`config.mk`:
```
export PLATFORM = sky130hd
export DESIGN_NAME = bpsk_frame_sync_ctrl
export DESIGN_NICKNAME = d
export VERILOG_FILES = /design/src/rtl/bpsk_frame_sync_ctrl.sv
export SDC_FILE = /design/constraint.sdc
export NUM_CORES = 1
export LEC_CHECK = 0
export BUFFER_PORTS_ARGS = -buffer_cell sky130_fd_sc_hd__buf_2
export CORE_ASPECT_RATIO = 0.75
export CORE_MARGIN = 10
export CORE_UTILIZATION = 59
export DETAILED_ROUTE_END_ITERATION = 16
export GPL_ROUTABILITY_DRIVEN = 0
export PLACE_DENSITY = 0.78
export SYNTH_ARGS = -nofsm -noshare
export SYNTH_HDL_FRONTEND = slang
export SYNTH_SLANG_ARGS = --single-unit
export TNS_END_PERCENT = 5
```
`constraint.sdc`:
```
create_clock -name clk -period 7.8 [get_ports clk]
set_input_delay 2.34 -clock clk [delete_from_list [all_inputs] [get_ports clk]]
set_output_delay 2.34 -clock clk [all_outputs]
set_load 0.02 [all_outputs]
```
`src/rtl/bpsk_frame_sync_ctrl.sv`:
```
// ---------------------------------------------------------------------------
// bpsk_frame_sync_ctrl
//
// Frame synchroniser for a hard-decision BPSK bit stream. It hunts for a
// 16-bit sync word, accepting up to SYNC_TOL bit errors. After a hit it
// assembles PAYLOAD_BYTES bytes MSB-first and presents each byte on a
// valid/ready output. A completed byte is dropped, and the sticky overflow
// flag set, when the previous byte is still held. The block then returns to
// HUNT and needs a fresh 16-bit fill before the next hit.
//
// Ports
//   clk          system clock, rising edge
//   rst_n        asynchronous active-low reset
//   enable       run; low forces HUNT and drops any partial byte
//   bit_in       demodulated bit, sampled when bit_valid is high
//   bit_valid    single-cycle bit strobe
//   byte_out     payload byte, MSB = first received bit
//   byte_valid   byte_out holds an unconsumed byte
//   byte_ready   consumer accepts byte_out when byte_valid && byte_ready
//   frame_start  pulse, sync detected
//   frame_done   pulse, final payload byte of the frame completed
//   frame_abort  pulse, enable dropped while in PAYLOAD
//   overflow     sticky, a completed byte was dropped (cleared by reset only)
//   busy         state is PAYLOAD
//
// Build option
//   BPSK_SYNC_INVERT_DETECT_EN  also accept ~SYNC_WORD as a hit and invert
//                               the payload bits of that frame (resolves the
//                               180-degree carrier phase ambiguity)
//
// state   | meaning
// --------+------------------------------------------------------------
// HUNT    | shift accepted bits and compare the window against the sync word
// PAYLOAD | assemble payload bytes until PAYLOAD_BYTES have completed
// ---------------------------------------------------------------------------
module bpsk_frame_sync_ctrl #(
  parameter logic [15:0] SYNC_WORD     = 16'hD391,
  parameter int          SYNC_TOL      = 1,
  parameter int          PAYLOAD_BYTES = 8
) (
  input  logic       clk,
  input  logic       rst_n,
  input  logic       enable,
  input  logic       bit_in,
  input  logic       bit_valid,
  output logic [7:0] byte_out,
  output logic       byte_valid,
  input  logic       byte_ready,
  output logic       frame_start,
  output logic       frame_done,
  output logic       frame_abort,
  output logic       overflow,
  output logic       busy
);

  typedef enum logic {HUNT = 1'b0, PAYLOAD = 1'b1} state_t;

  localparam logic [4:0] TOL    = 5'(SYNC_TOL);
  localparam logic [7:0] NBYTES = 8'(PAYLOAD_BYTES);

  state_t      state;
  logic [15:0] shift_reg;
  logic [3:0]  fill_cnt;
  logic [2:0]  bit_cnt;
  logic [7:0]  byte_cnt;
  logic [7:0]  byte_buf;

  function automatic logic [4:0] popcount16(input logic [15:0] v);
    logic [4:0] c;
    c = 5'd0;
    for (int i = 0; i < 16; i++) c = c + 5'(v[i]);
    return c;
  endfunction

  logic [15:0] shift_nxt;
  logic        filled;
  logic        hit_true;
  logic        hit_any;
  logic        pay_bit;
  logic [7:0]  byte_nxt;
  logic [7:0]  byte_cnt_inc;

  assign shift_nxt = {shift_reg[14:0], bit_in};
  // fill_cnt saturates at 15: together with the bit arriving now that makes 16.
  assign filled    = (fill_cnt == 4'd15);
  assign hit_true  = filled && (popcount16(shift_nxt ^ SYNC_WORD) <= TOL);

`ifdef BPSK_SYNC_INVERT_DETECT_EN
  logic invert;
  logic hit_inv;

  assign hit_inv = filled && (popcount16(shift_nxt ^ ~SYNC_WORD) <= TOL);
  assign hit_any = hit_true || hit_inv;
  assign pay_bit = bit_in ^ invert;

  // Recomputed every HUNT cycle, so it is only set on an inverted hit and
  // clears again one cycle after the return to HUNT.
  always_ff @(posedge clk or negedge rst_n) begin
    if (!rst_n) begin
      invert <= 1'b0;
    end else if (!enable) begin
      invert <= 1'b0;
    end else if (state == HUNT) begin
      invert <= bit_valid && hit_inv && !hit_true;
    end
  end
`else
  assign hit_any = hit_true;
  assign pay_bit = bit_in;
`endif

  assign byte_nxt     = {byte_buf[6:0], pay_bit};
  assign byte_cnt_inc = (byte_cnt == NBYTES) ? byte_cnt : byte_cnt + 8'd1;
  assign busy         = (state == PAYLOAD);

  always_ff @(posedge clk or negedge rst_n) begin
    if (!rst_n) begin
      state       <= HUNT;
      shift_reg   <= '0;
      fill_cnt    <= '0;
      bit_cnt     <= '0;
      byte_cnt    <= '0;
      byte_buf    <= '0;
      byte_out    <= '0;
      byte_valid  <= 1'b0;
      frame_start <= 1'b0;
      frame_done  <= 1'b0;
      frame_abort <= 1'b0;
      overflow    <= 1'b0;
    end else begin
      frame_start <= 1'b0;
      frame_done  <= 1'b0;
      frame_abort <= 1'b0;

      // Handshake drop; a byte loading in this same cycle overrides it below.
      if (byte_valid && byte_ready) byte_valid <= 1'b0;

      if (!enable) begin
        state       <= HUNT;
        shift_reg   <= '0;
        fill_cnt    <= '0;
        bit_cnt     <= '0;
        byte_buf    <= '0;
        frame_abort <= (state == PAYLOAD);
      end else if (bit_valid) begin
        case (state)
          HUNT: begin
            shift_reg <= shift_nxt;
            if (!filled) fill_cnt <= fill_cnt + 4'd1;
            if (hit_any) begin
              state       <= PAYLOAD;
              frame_start <= 1'b1;
              bit_cnt     <= '0;
              byte_cnt    <= '0;
              byte_buf    <= '0;
            end
          end
          PAYLOAD: begin
            if (bit_cnt == 3'd7) begin
              bit_cnt  <= '0;
              byte_buf <= '0;
              byte_cnt <= byte_cnt_inc;
              if (!byte_valid || byte_ready) begin
                byte_out   <= byte_nxt;
                byte_valid <= 1'b1;
              end else begin
                overflow <= 1'b1;
              end
              if (byte_cnt_inc == NBYTES) begin
                state      <= HUNT;
                frame_done <= 1'b1;
                shift_reg  <= '0;
                fill_cnt   <= '0;
              end
            end else begin
              bit_cnt  <= bit_cnt + 3'd1;
              byte_buf <= byte_nxt;
            end
          end
          default: state <= HUNT;
        endcase
      end
    end
  end

endmodule
```
==> results.toml <==
[outcome]
outcome = "complete, no violations"

[finish]
antennaDiodeCount = 0
syn_to_final_growth_pct = 8.513
nNetsFinal = 315
largest_reg_flops = 15
final_cells = 347
drive_above_1_share_pct = 14.48

[clock_tree]
htreeDepth = 2
numCtsBuffers = 5
cts_setup_buffers = 0
clk_pin_slew_worst_paths_ns = 0.10
cts_hold_buf = 0
root_buffer = "clkbuf_8"
cts_tree = "built"
clockBufferDepth = 2
clock_latency_ns = 0.31
cts_sinks = 51
cts_resized = 0

[synth]
synth_cells = 269
ys_types = 42
async_flop_share_pct = 100.0
synth.net_count = 295
yosysTopAreaCell = "dfrtp_1"
syn_area_sq_um = 2778
synth_warnings = 0
ys_seq_elements = 51
yosysMostFrequentCell = "dfrtp_1"
netlist.area_leader.share_pct = 45.95
seq_area_frac_synth_pct = 45.95
yosys-top-cells-area = "dfrtp_1 46%, mux2i_1 7.9%, fa_1 7.2%"
postSynthAreaPerCell_sq_um = 10.33
synth_flop_cell = "dfrtp_1"
synth_common_cells = "51 x dfrtp_1, 44 x inv_1, 35 x nand2_1, 22 x mux2i_1"
synth-edff-count = 0

[sta]
period_share_pct = 68.24
grt_setup_unrepaired = "false"
max_freq_mhz = 187.9
tightestPinTransition_ns = 0.7544
tns_ns = 0
hold_viol = 0
period_minus_slack_ns = 5.323
setup_ws_ns = 2.477
slew_headroom_pct = 49.52
setup_viol = 0
slew_viol_final = 0
fin_skew_ns = 0.01267

[floorplan]
die_h_um = 79.42
fp.coreArea_sq_um = 4493
die-area_sq_um = 7881
die_w_um = 99.23
start_util_pct = 61.82
row_count = 21
ios = 20

[setup_path]
worstPathMaxFanout = 10
critPathLaunchType = "input pin"
arrival_ns = 5.52
critPathRequiredTime_ns = 8.00
ff2ff_path_depth = 15
critPathKind = "input pin to register"
regToRegEndpoint = "bit_cnt[0]"
reg2reg_slack_ns = 3.22
end_kind = "register"
r2r-start = "shift_reg[3]"

[drt]
viasPerCell = 5.326
ant_nets = 0
totalWireLength_um = 5008
routed-via-count = 1848
drc = 0
top_layer = "met4"
wl_met2_um = 2260
drt-initial-drc-count = 89
dr_wl_met3_um = 207
routedWlPerCell_um = 14.43
dr.pass1.iters = 4
wl_met1_um = 2517

[global_route]
grt_overflow = 0
grt_use_total_pct = 13.36
antenna_found_initial = 0
grt_pass1_vias = 1917
grt_max_degree = 52
grt_first_pass_wirelength_um = 8825

[hold_path]
holdCritPathClass = "register to register"
hold_depth = 1
worstHoldStart = "byte_out[7]"
min_to = "byte_out[7]"

[flow_run]
drv_cap = 0

[placed_design]
portBuffers = 19
pre_cts_slack_ns = 2.140
hpwlAfterDp_um = 3720
dp.cells = 339

[power]
power.leakage_nw = 1.513
vdd_ir_drop_max_uv = 141.2
p_per_area_nw_per_um2 = 161.7
==> per-stage QoR <==
| step | area, sq um | util [%] | power [mW] | hold WS, ns |
|---|---|---|---|---|
| finish | 3014 | 67.08 | 0.4873 | 0.5139 |
| global route | 3014 | 67.08 | 0.5121 | 0.5286 |
| CTS | 3014 | 67.08 | 0.4926 | 0.5198 |
| detailed placement | 2919 | 64.97 | 0.3330 | 0.4959 |
| global placement | 2919 | 64.97 | 0.3295 | 0.4560 |
| floorplan | 2778 | - | 0.3166 | 0.4778 |
==> layout make-up <==
cell class	count	area, sq um
clock buffers	5	68.82
clock inverters	3	26.28
fillers	335	1479
inverters	44	165.2
multi-input cells	165	1289
flip-flops and latches	51	1276
well taps	57	71.32
repair buffers	22	117.6
==> critical path: stages <==
cell and delay, ns:
buf_2 0.11, inv_1 0.06, fa_1 0.52, inv_1 0.05, fa_1 0.47, inv_1 0.04, ha_1 0.20, fa_1 0.43
nor3_1 0.19, nand4_1 0.17, nor2_1 0.11, o21ai_0 0.08, nand2_1 0.37, mux2_2 0.38
==> layout by cell type (no fill, tap or decap), types with 5 or more instances in the layout <==
master,count
dfrtp_1,51
inv_1,44
nand2_1,35
mux2i_1,22
buf_2,19
nor2_1,11
o21ai_0,11
fa_1,10
ha_1,10
mux2_2,9
nand3_1,6
nand4_1,5
nor3_1,5
clkbuf_8,5
==> power breakdown <==
part | internal, mW | switching [mW]
logic | 0.0194 | 0.0301
clock network | 0.0662 | 0.0941
registers | 0.270 | 0.00705
==> worst max path at each step <==
stage,startpoint,endpoint
6_report,bit_in,bit_cnt[0]
5_1_grt,bit_in,bit_cnt[0]
4_1_cts,bit_in,bit_cnt[0]
3_5_place_dp,bit_in,bit_cnt[0]
3_3_place_gp,bit_in,bit_cnt[0]
2_1_floorplan,bit_in,bit_cnt[0]
==> metal layers <==
layer,vias to the layer above,track usage (%)
met5,-,0
met4,0,3.000
met3,2,3.633
met2,30,21.23
met1,884,17.78
li1,932,-
==> kinds of logic (layout without fill, tap and decap cells) <==
group	after synthesis	in the layout	share of synthesized area, %
buffers and inverters	53	74	8.063
AND/OR/NAND/NOR	75	75	12.48
multiplexers	31	31	11.58
flip-flops	51	51	45.95
XOR/XNOR	5	5	1.577
AO/OA/AOI/OAI	34	34	8.648
adder cells (fa/ha/maj)	20	20	11.71
No activity file was read; power rests on OpenSTA's default activity.
